==> src/rtl/maze_defs.sv <==
// Shared definitions for the maze position link: grid size, packet width,
// transmit FSM states and the position-to-packet encoder.
package maze_defs;

   localparam int GRID_ROWS = 4;
   localparam int GRID_COLS = 5;
   localparam int PKT_W     = 5;

   typedef enum logic [1:0] {
      IDLE = 2'd0,
      LOAD = 2'd1,
      HOLD = 2'd2,
      GAP  = 2'd3
   } state_t;

   // Packet layout on the GPIO bus is {col[2:0], row[1:0]}.
   function automatic logic [PKT_W-1:0] encode(input logic [1:0] row, input logic [2:0] col);
      return {col, row};
   endfunction

endpackage

==> src/rtl/pos_fifo.sv <==
// Synchronous position queue. Pointers carry an extra wrap bit so that
// full and empty are distinguished without a separate occupancy counter.
module pos_fifo #(
   parameter int DEPTH = 4,
   parameter int W     = 5
) (
   input  logic         i_clk,
   input  logic         i_rst,
   input  logic         i_push,
   input  logic         i_pop,
   input  logic [W-1:0] i_data,
   output logic [W-1:0] o_data,
   output logic         o_full,
   output logic         o_empty
);

   localparam int AW = $clog2(DEPTH);

   logic [W-1:0] r_mem [DEPTH];
   logic [AW:0]  r_wr;
   logic [AW:0]  r_rd;
   logic         w_do_push;
   logic         w_do_pop;

   assign o_empty   = (r_wr == r_rd);
   assign o_full    = (r_wr[AW] != r_rd[AW]) && (r_wr[AW-1:0] == r_rd[AW-1:0]);
   assign w_do_push = i_push && !o_full;
   assign w_do_pop  = i_pop && !o_empty;
   assign o_data    = r_mem[r_rd[AW-1:0]];

   // Pointer update; both pointers wrap naturally modulo 2*DEPTH.
   always_ff @(posedge i_clk or posedge i_rst) begin
      if (i_rst) begin
         r_wr <= '0;
         r_rd <= '0;
      end else begin
         if (w_do_push) r_wr <= r_wr + 1'b1;
         if (w_do_pop)  r_rd <= r_rd + 1'b1;
      end
   end

   // Storage write; contents are don't-care while the queue is empty.
   always_ff @(posedge i_clk) begin
      if (w_do_push) r_mem[r_wr[AW-1:0]] <= i_data;
   end

endmodule

==> src/rtl/maze_packet_tx.sv <==
// Transmit side of the robot-position link: filters and queues grid
// positions, then presents each one on the GPIO bus with a long strobe
// window followed by a short quiet gap. Raises SOUND_EN once the maze is
// finished and the queue has drained.
module maze_packet_tx
   import maze_defs::*;
#(
   parameter int HOLD_CYCLES = 25000,
   parameter int GAP_CYCLES  = 250,
   parameter int FIFO_DEPTH  = 4
) (
   input  logic             CLOCK,
   input  logic             RESET,
   input  logic             POS_VALID,
   output logic             POS_READY,
   input  logic [1:0]       POS_ROW,
   input  logic [2:0]       POS_COL,
   input  logic             DONE,
   output logic [PKT_W-1:0] PACKET,
   output logic             PACKET_STROBE,
   output logic             SOUND_EN,
   output logic             BUSY,
   output logic             ERR_RANGE
);

   localparam int MAXC = (HOLD_CYCLES > GAP_CYCLES) ? HOLD_CYCLES : GAP_CYCLES;
   localparam int CW   = (MAXC > 1) ? $clog2(MAXC) : 1;
   localparam logic [CW-1:0] HOLD_LAST = CW'(HOLD_CYCLES - 1);
   localparam logic [CW-1:0] GAP_LAST  = CW'(GAP_CYCLES - 1);

   state_t           r_state;
   logic [CW-1:0]    r_cnt;
   logic [PKT_W-1:0] r_load;
   logic [PKT_W-1:0] r_packet;
   logic             r_strobe;
   logic [PKT_W-1:0] r_last_enq;
   logic             r_err;
   logic             r_done_pending;
   logic             r_sound;

   logic             w_full;
   logic             w_empty;
   logic [PKT_W-1:0] w_head;
   logic [PKT_W-1:0] w_enc;
   logic             w_accept;
   logic             w_bad_col;
   logic             w_dup;
   logic             w_push;
   logic             w_pop;

   assign w_enc     = encode(POS_ROW, POS_COL);
   assign w_accept  = POS_VALID && !w_full;
   assign w_bad_col = (POS_COL > 3'(GRID_COLS - 1));
   assign w_dup     = (w_enc == r_last_enq);
   assign w_push    = w_accept && !w_bad_col && !w_dup;
   assign w_pop     = (r_state == IDLE) && !w_empty;

   assign POS_READY     = !w_full;
   assign PACKET        = r_packet;
   assign PACKET_STROBE = r_strobe;
   assign SOUND_EN      = r_sound;
   assign ERR_RANGE     = r_err;
   assign BUSY          = (r_state != IDLE) || !w_empty;

   pos_fifo #(
      .DEPTH (FIFO_DEPTH),
      .W     (PKT_W)
   ) u_fifo (
      .i_clk   (CLOCK),
      .i_rst   (RESET),
      .i_push  (w_push),
      .i_pop   (w_pop),
      .i_data  (w_enc),
      .o_data  (w_head),
      .o_full  (w_full),
      .o_empty (w_empty)
   );

   // Input filter: drop out-of-range columns (flagged) and repeats of the last queued position.
   always_ff @(posedge CLOCK or posedge RESET) begin
      if (RESET) begin
         r_last_enq <= '0;
         r_err      <= 1'b0;
      end else begin
         if (w_accept && w_bad_col) r_err <= 1'b1;
         if (w_push) r_last_enq <= w_enc;
      end
   end

   // Completion tracking: remember DONE, then enable the tone once the link has drained.
   always_ff @(posedge CLOCK or posedge RESET) begin
      if (RESET) begin
         r_done_pending <= 1'b0;
         r_sound        <= 1'b0;
      end else begin
         if (DONE) r_done_pending <= 1'b1;
         if (r_done_pending && (r_state == IDLE) && w_empty) r_sound <= 1'b1;
      end
   end

   // Transmit sequencer: pop, present the packet with strobe for the hold window, then rest.
   always_ff @(posedge CLOCK or posedge RESET) begin
      if (RESET) begin
         r_state  <= IDLE;
         r_cnt    <= '0;
         r_load   <= '0;
         r_packet <= '0;
         r_strobe <= 1'b0;
      end else begin
         case (r_state)
            IDLE: begin
               if (!w_empty) begin
                  r_load  <= w_head;
                  r_state <= LOAD;
               end
            end
            LOAD: begin
               r_packet <= r_load;
               r_strobe <= 1'b1;
               r_cnt    <= '0;
               r_state  <= HOLD;
            end
            HOLD: begin
               if (r_cnt == HOLD_LAST) begin
                  r_strobe <= 1'b0;
                  r_cnt    <= '0;
                  r_state  <= GAP;
               end else begin
                  r_cnt <= r_cnt + 1'b1;
               end
            end
            GAP: begin
               if (r_cnt == GAP_LAST) begin
                  r_cnt   <= '0;
                  r_state <= IDLE;
               end else begin
                  r_cnt <= r_cnt + 1'b1;
               end
            end
            default: r_state <= IDLE;
         endcase
      end
   end

endmodule
==> config.mk <==
export PLATFORM = sky130hd
export DESIGN_NAME = maze_packet_tx
export DESIGN_NICKNAME = d
export VERILOG_FILES = /design/src/rtl/maze_defs.sv /design/src/rtl/pos_fifo.sv /design/src/rtl/maze_packet_tx.sv
export SDC_FILE = /design/constraint.sdc
export NUM_CORES = 1
export LEC_CHECK = 0
export ABC_AREA = 1
export BUFFER_PORTS_ARGS = -buffer_cell sky130_fd_sc_hd__clkbuf_2
export CORE_MARGIN = 1.5
export CORE_UTILIZATION = 45
export CTS_CLUSTER_DIAMETER = 60
export CTS_CLUSTER_SIZE = 16
export DETAILED_ROUTE_END_ITERATION = 6
export HOLD_SLACK_MARGIN = 0.03
export PLACE_DENSITY = 0.64
export SYNTH_ARGS = -nofsm -noshare
export SYNTH_HDL_FRONTEND = slang
export SYNTH_HIERARCHICAL = 1
export SYNTH_SLANG_ARGS = --single-unit
==> constraint.sdc <==
create_clock -name CLOCK -period 3 [get_ports CLOCK]
set_clock_uncertainty 0.15 [all_clocks]
set_input_delay 0.45 -clock CLOCK [delete_from_list [all_inputs] [get_ports CLOCK]]
set_output_delay 0.45 -clock CLOCK [all_outputs]
set_load 0.02 [all_outputs]
==> impl_summary.txt <==
----------------------------------------------------
[Run status]
  Outcome ... finished clean

[Synth]
  Number of synthesized flops with an enable pin ... 20
  Sequential fraction of the synthesis area ... between 50% and 60%
  Async set-reset flop share out of synthesis ... between 60% and 70%
  Top_reg_cell synth ... dfrtp_1
  Number of different library cells in the post-synthesis netlist ... 30
  Cell with the most instances after synthesis ... nand2_1
  Count of synthesis-stage warnings from yosys ... 6
  Library cell occupying the most area in the post-synthesis netlist ... dfrtp_1
  Synthesized cell area ... about 3300 um2
  Syn Nets ... between 400 and 500
  Average footprint of a synthesized cell ... 8.40 um2
  Top cell type's share of synthesized area ... between 30% and 40%
  Top cell types by occurrence after synthesis ... 123 x nand2_1, 52 x inv_1, 45 x nor2_1
  Most area-consuming cells after synthesis ... dfrtp_1 32%, edfxtp_1 18%, nand2_1 14%
  Synth Register Bits ... just over 60
  Synthesized netlist cell count ... between 300 and 400

[CTS]
  Clock Root Buffer ... clkbuf_8
  Clock edge transition at the registers on the reported setup and hold paths ... approximately 0.080 ns
  Quantity of hold-fixing buffers added after cts ... 1
  Number of H-tree levels ... 3
  Number of sinks on the clock net ... between 60 and 70
  Number of buffers on the longest clock path ... 2
  Postcts setup bufs ... 0
  Quantity of gates resized following cts ... 0
  Later-pin clock latency in the skew report ... ~0.35 ns
  Number of buffers inserted during clock tree synthesis ... 9
  CTS tree ... yes

[Worst setup path]
  CP Buf/Inv Count ... 4
  Worst path top cell family by delay ... simple AND/OR/NAND/NOR gates
  CP max stage cell ... dfrtp_1
  Crit end category ... flop
  Maximum fanout along the worst path ... 14
  Setup crit start kind ... flop
  Cell Chain, Critical Path ... inv_1 -> nand2_1 -> nand2_1 -> nand3_4 -> inv_1 -> inv_1 -> nand2_1 -> nor2_1 -> nand2_1 -> inv_1 -> nand2_4 -> nor2_1
  Delay of the slowest critical-path stage ... ~0.57 ns
  Worst Path Arrival ... approximately 2.4 ns
  Required time at the worst-slack endpoint ... about 2.9 ns
  Category of the critical setup timing path ... reg -> reg

[GRT]
  Number of global-route vias before repair ... between 2000 and 2500
  Pin count of the biggest net entering global routing ... 31
  Sum of overflow across all layers after global routing ... 0
  Global-route usage over all layers ... 17.2%
  Wire length of the first global-routing pass ... just over 10 mm
  Initial antenna violation count ... 0

[Floorplanning]
  Starting density of the core ... a little under half
  Number of placement rows ... 30
  Vertical die dimension ... between 80 and 90 um
  Die Width ... about 88 um
  Placeable core region ... just under 7000 um2
  Total die area ... 7750 um2
  Number of top-level design ports ... 19

[Finish]
  Design Area, Final ... ~3600 um2
  Antenna diodes ... 0
  Net total in the final layout ... 436
  Layout cell share with drive strength beyond 1 ... ~14%
  Synth-to-layout area growth ... 12.0%
  Area occupied by registers ... around 1700 um2
  Area of the multi-input gates ... roughly 1400 um2
  Count of filler cells inserted in the layout ... slightly below 700

[Min path]
  HP Class ... in -> reg

[Power]
  Cell area power density ... around 850 nW/um2
  Flop pwr share ... roughly two fifths
  Sw Ratio ... about two fifths
  Leakage power ... between 1.5 and 2 nW
  Internal cell power ... 0.00181 W
  Combinational cell fraction of total power ... between 30% and 40%
  Total Power ... 0.00311 W
  IR Drop Worst-Case VDD ... 0.319 mV
  Relative contribution of the clock network to total power ... 21.5%
  Switching Power ... roughly 0.0013 W

[Placement]
  HPWL Detailed ... ~4.4 mm
  Placer congestion estimate ... about 0.83
  Placed Area ... approximately 3500 um2
  Number of port buffers ... 18

[Timing]
  Setup Total Neg Slack ... 0 ns
  Transition time of the tightest slew-check pin ... 0.448 ns
  Final hold violations ... 0
  Fmax ... 385 MHz
  RSZ-0062 raised after global routing ... false
  Share of the cycle needed by the critical path after routing ... 86.5%
  Count of final setup violators ... 0
  Worst slew margin ... a little over two thirds
  Slew Limit Fails ... 0
  Final worst path period need ... about 2.6 ns

[Drt]
  Router iterations before antenna repair ... 4
  DRC violations left ... 0
  Post-route ant nets ... 0
  Detailed Route Iter0 Violations ... roughly 170
  Number of vias per cell ... 4.65
  Routed wire per std cell ... about 11 um
  Total via count in the routed design ... 2401
  Aggregate routed wire length ... 5.91 mm

[Job]
  Number of maximum-capacitance violations ... 0

----------------------------------------------------
==> worst paths after layout <==
path	from	to	slack [ns]	depth (start not counted)
setup / recovery	u_fifo/r_rd[0]	u_fifo/r_mem[1][4]	0.41	12
hold / removal	DONE	r_done_pending	0.16	2
setup reg to reg	u_fifo/r_rd[0]	u_fifo/r_mem[1][4]	0.41	12
hold reg to reg	PACKET[2]	PACKET[2]	0.32	2
max in group asynchronous	RESET	r_cnt[5]	1.60	4
min in group asynchronous	RESET	u_fifo/r_rd[2]	0.41	3
==> through the flow <==
stage,setup slack [ns],instances,hold slack (ns),utilization (%)
floorplan,0.568,387,0.0910,-
global placement,0.571,499,0.234,50.0
detailed placement,0.414,499,0.234,50.0
CTS,0.384,516,0.158,52.7
global route,0.154,516,0.166,52.7
finish,0.405,516,0.159,52.7
==> cells in the final DEF (no fill, tap or decap), drive strengths merged <==
cell         instances
a31o                 2
buf                  4
clkbuf              27
clkinv               3
clkinvlp             1
dfrtp               42
dlygate4sd3          1
edfxtp              20
ha                  12
inv                 57
nand2              131
nand3               29
nand4                7
nor2                49
nor3                 1
o21a                 1
o21ai               12
o21bai               2
o22ai                5
o2bb2ai              1
or2                  2
xnor2                5
xor2                 6
==> registers in the layout (all words and copies together) (netlist names), 2 cells and up <==
register	count
r_state	2
r_last_enq	5
PACKET	5
r_cnt	15
u_fifo/r_mem	20
r_load	5
u_fifo/r_rd	3
u_fifo/r_wr	3
==> area by class of cell <==
| class | count | area share (%) |
|---|---|---|
| Clock buffer | 9 | 3.40 |
| Clock inverter | 7 | 1.55 |
| Inverter | 54 | 5.57 |
| Multi-Input combinational cell | 265 | 37.3 |
| Sequential cell | 62 | 45.4 |
| Tap cell | 96 | 3.30 |
| Timing Repair Buffer | 23 | 3.57 |
==> layer usage <==
layer / part of all wire (%) / vias to the layer above / global-route usage, % / routed length (um)
li1: - / 1276 / - / -
met1: 50 / 1089 / 22.9 / 2950
met2: 45 / 28 / 26.7 / 2670
met3: 3.0 / 8 / 3.68 / 179
met4: 1.8 / 0 / 8.52 / 106
met5: 0 / - / 0 / 0
==> power groups by stage <==
stage / logic [W] / clock network (W) / registers, W
floorplan: 0.000921 / 0 / 0.00127
global placement: 0.00116 / 0 / 0.00127
detailed placement: 0.00119 / 0 / 0.00128
CTS: 0.00120 / 0.000680 / 0.00126
global route: 0.00136 / 0.000727 / 0.00129
finish: 0.00118 / 0.000667 / 0.00126
==> kinds of logic (layout without fill, tap and decap cells) <==
logic type | count (synthesis) | in the layout | share of synthesized area (%)
flops | 62 | 62 | 50.8
buf+inv | 60 | 93 | 7.50
compound gates | 23 | 23 | 4.31
fa+ha+maj | 12 | 12 | 4.62
xor+xnor | 11 | 11 | 3.19
simple gates | 219 | 219 | 29.6
(Power assumes the default switching activity.)
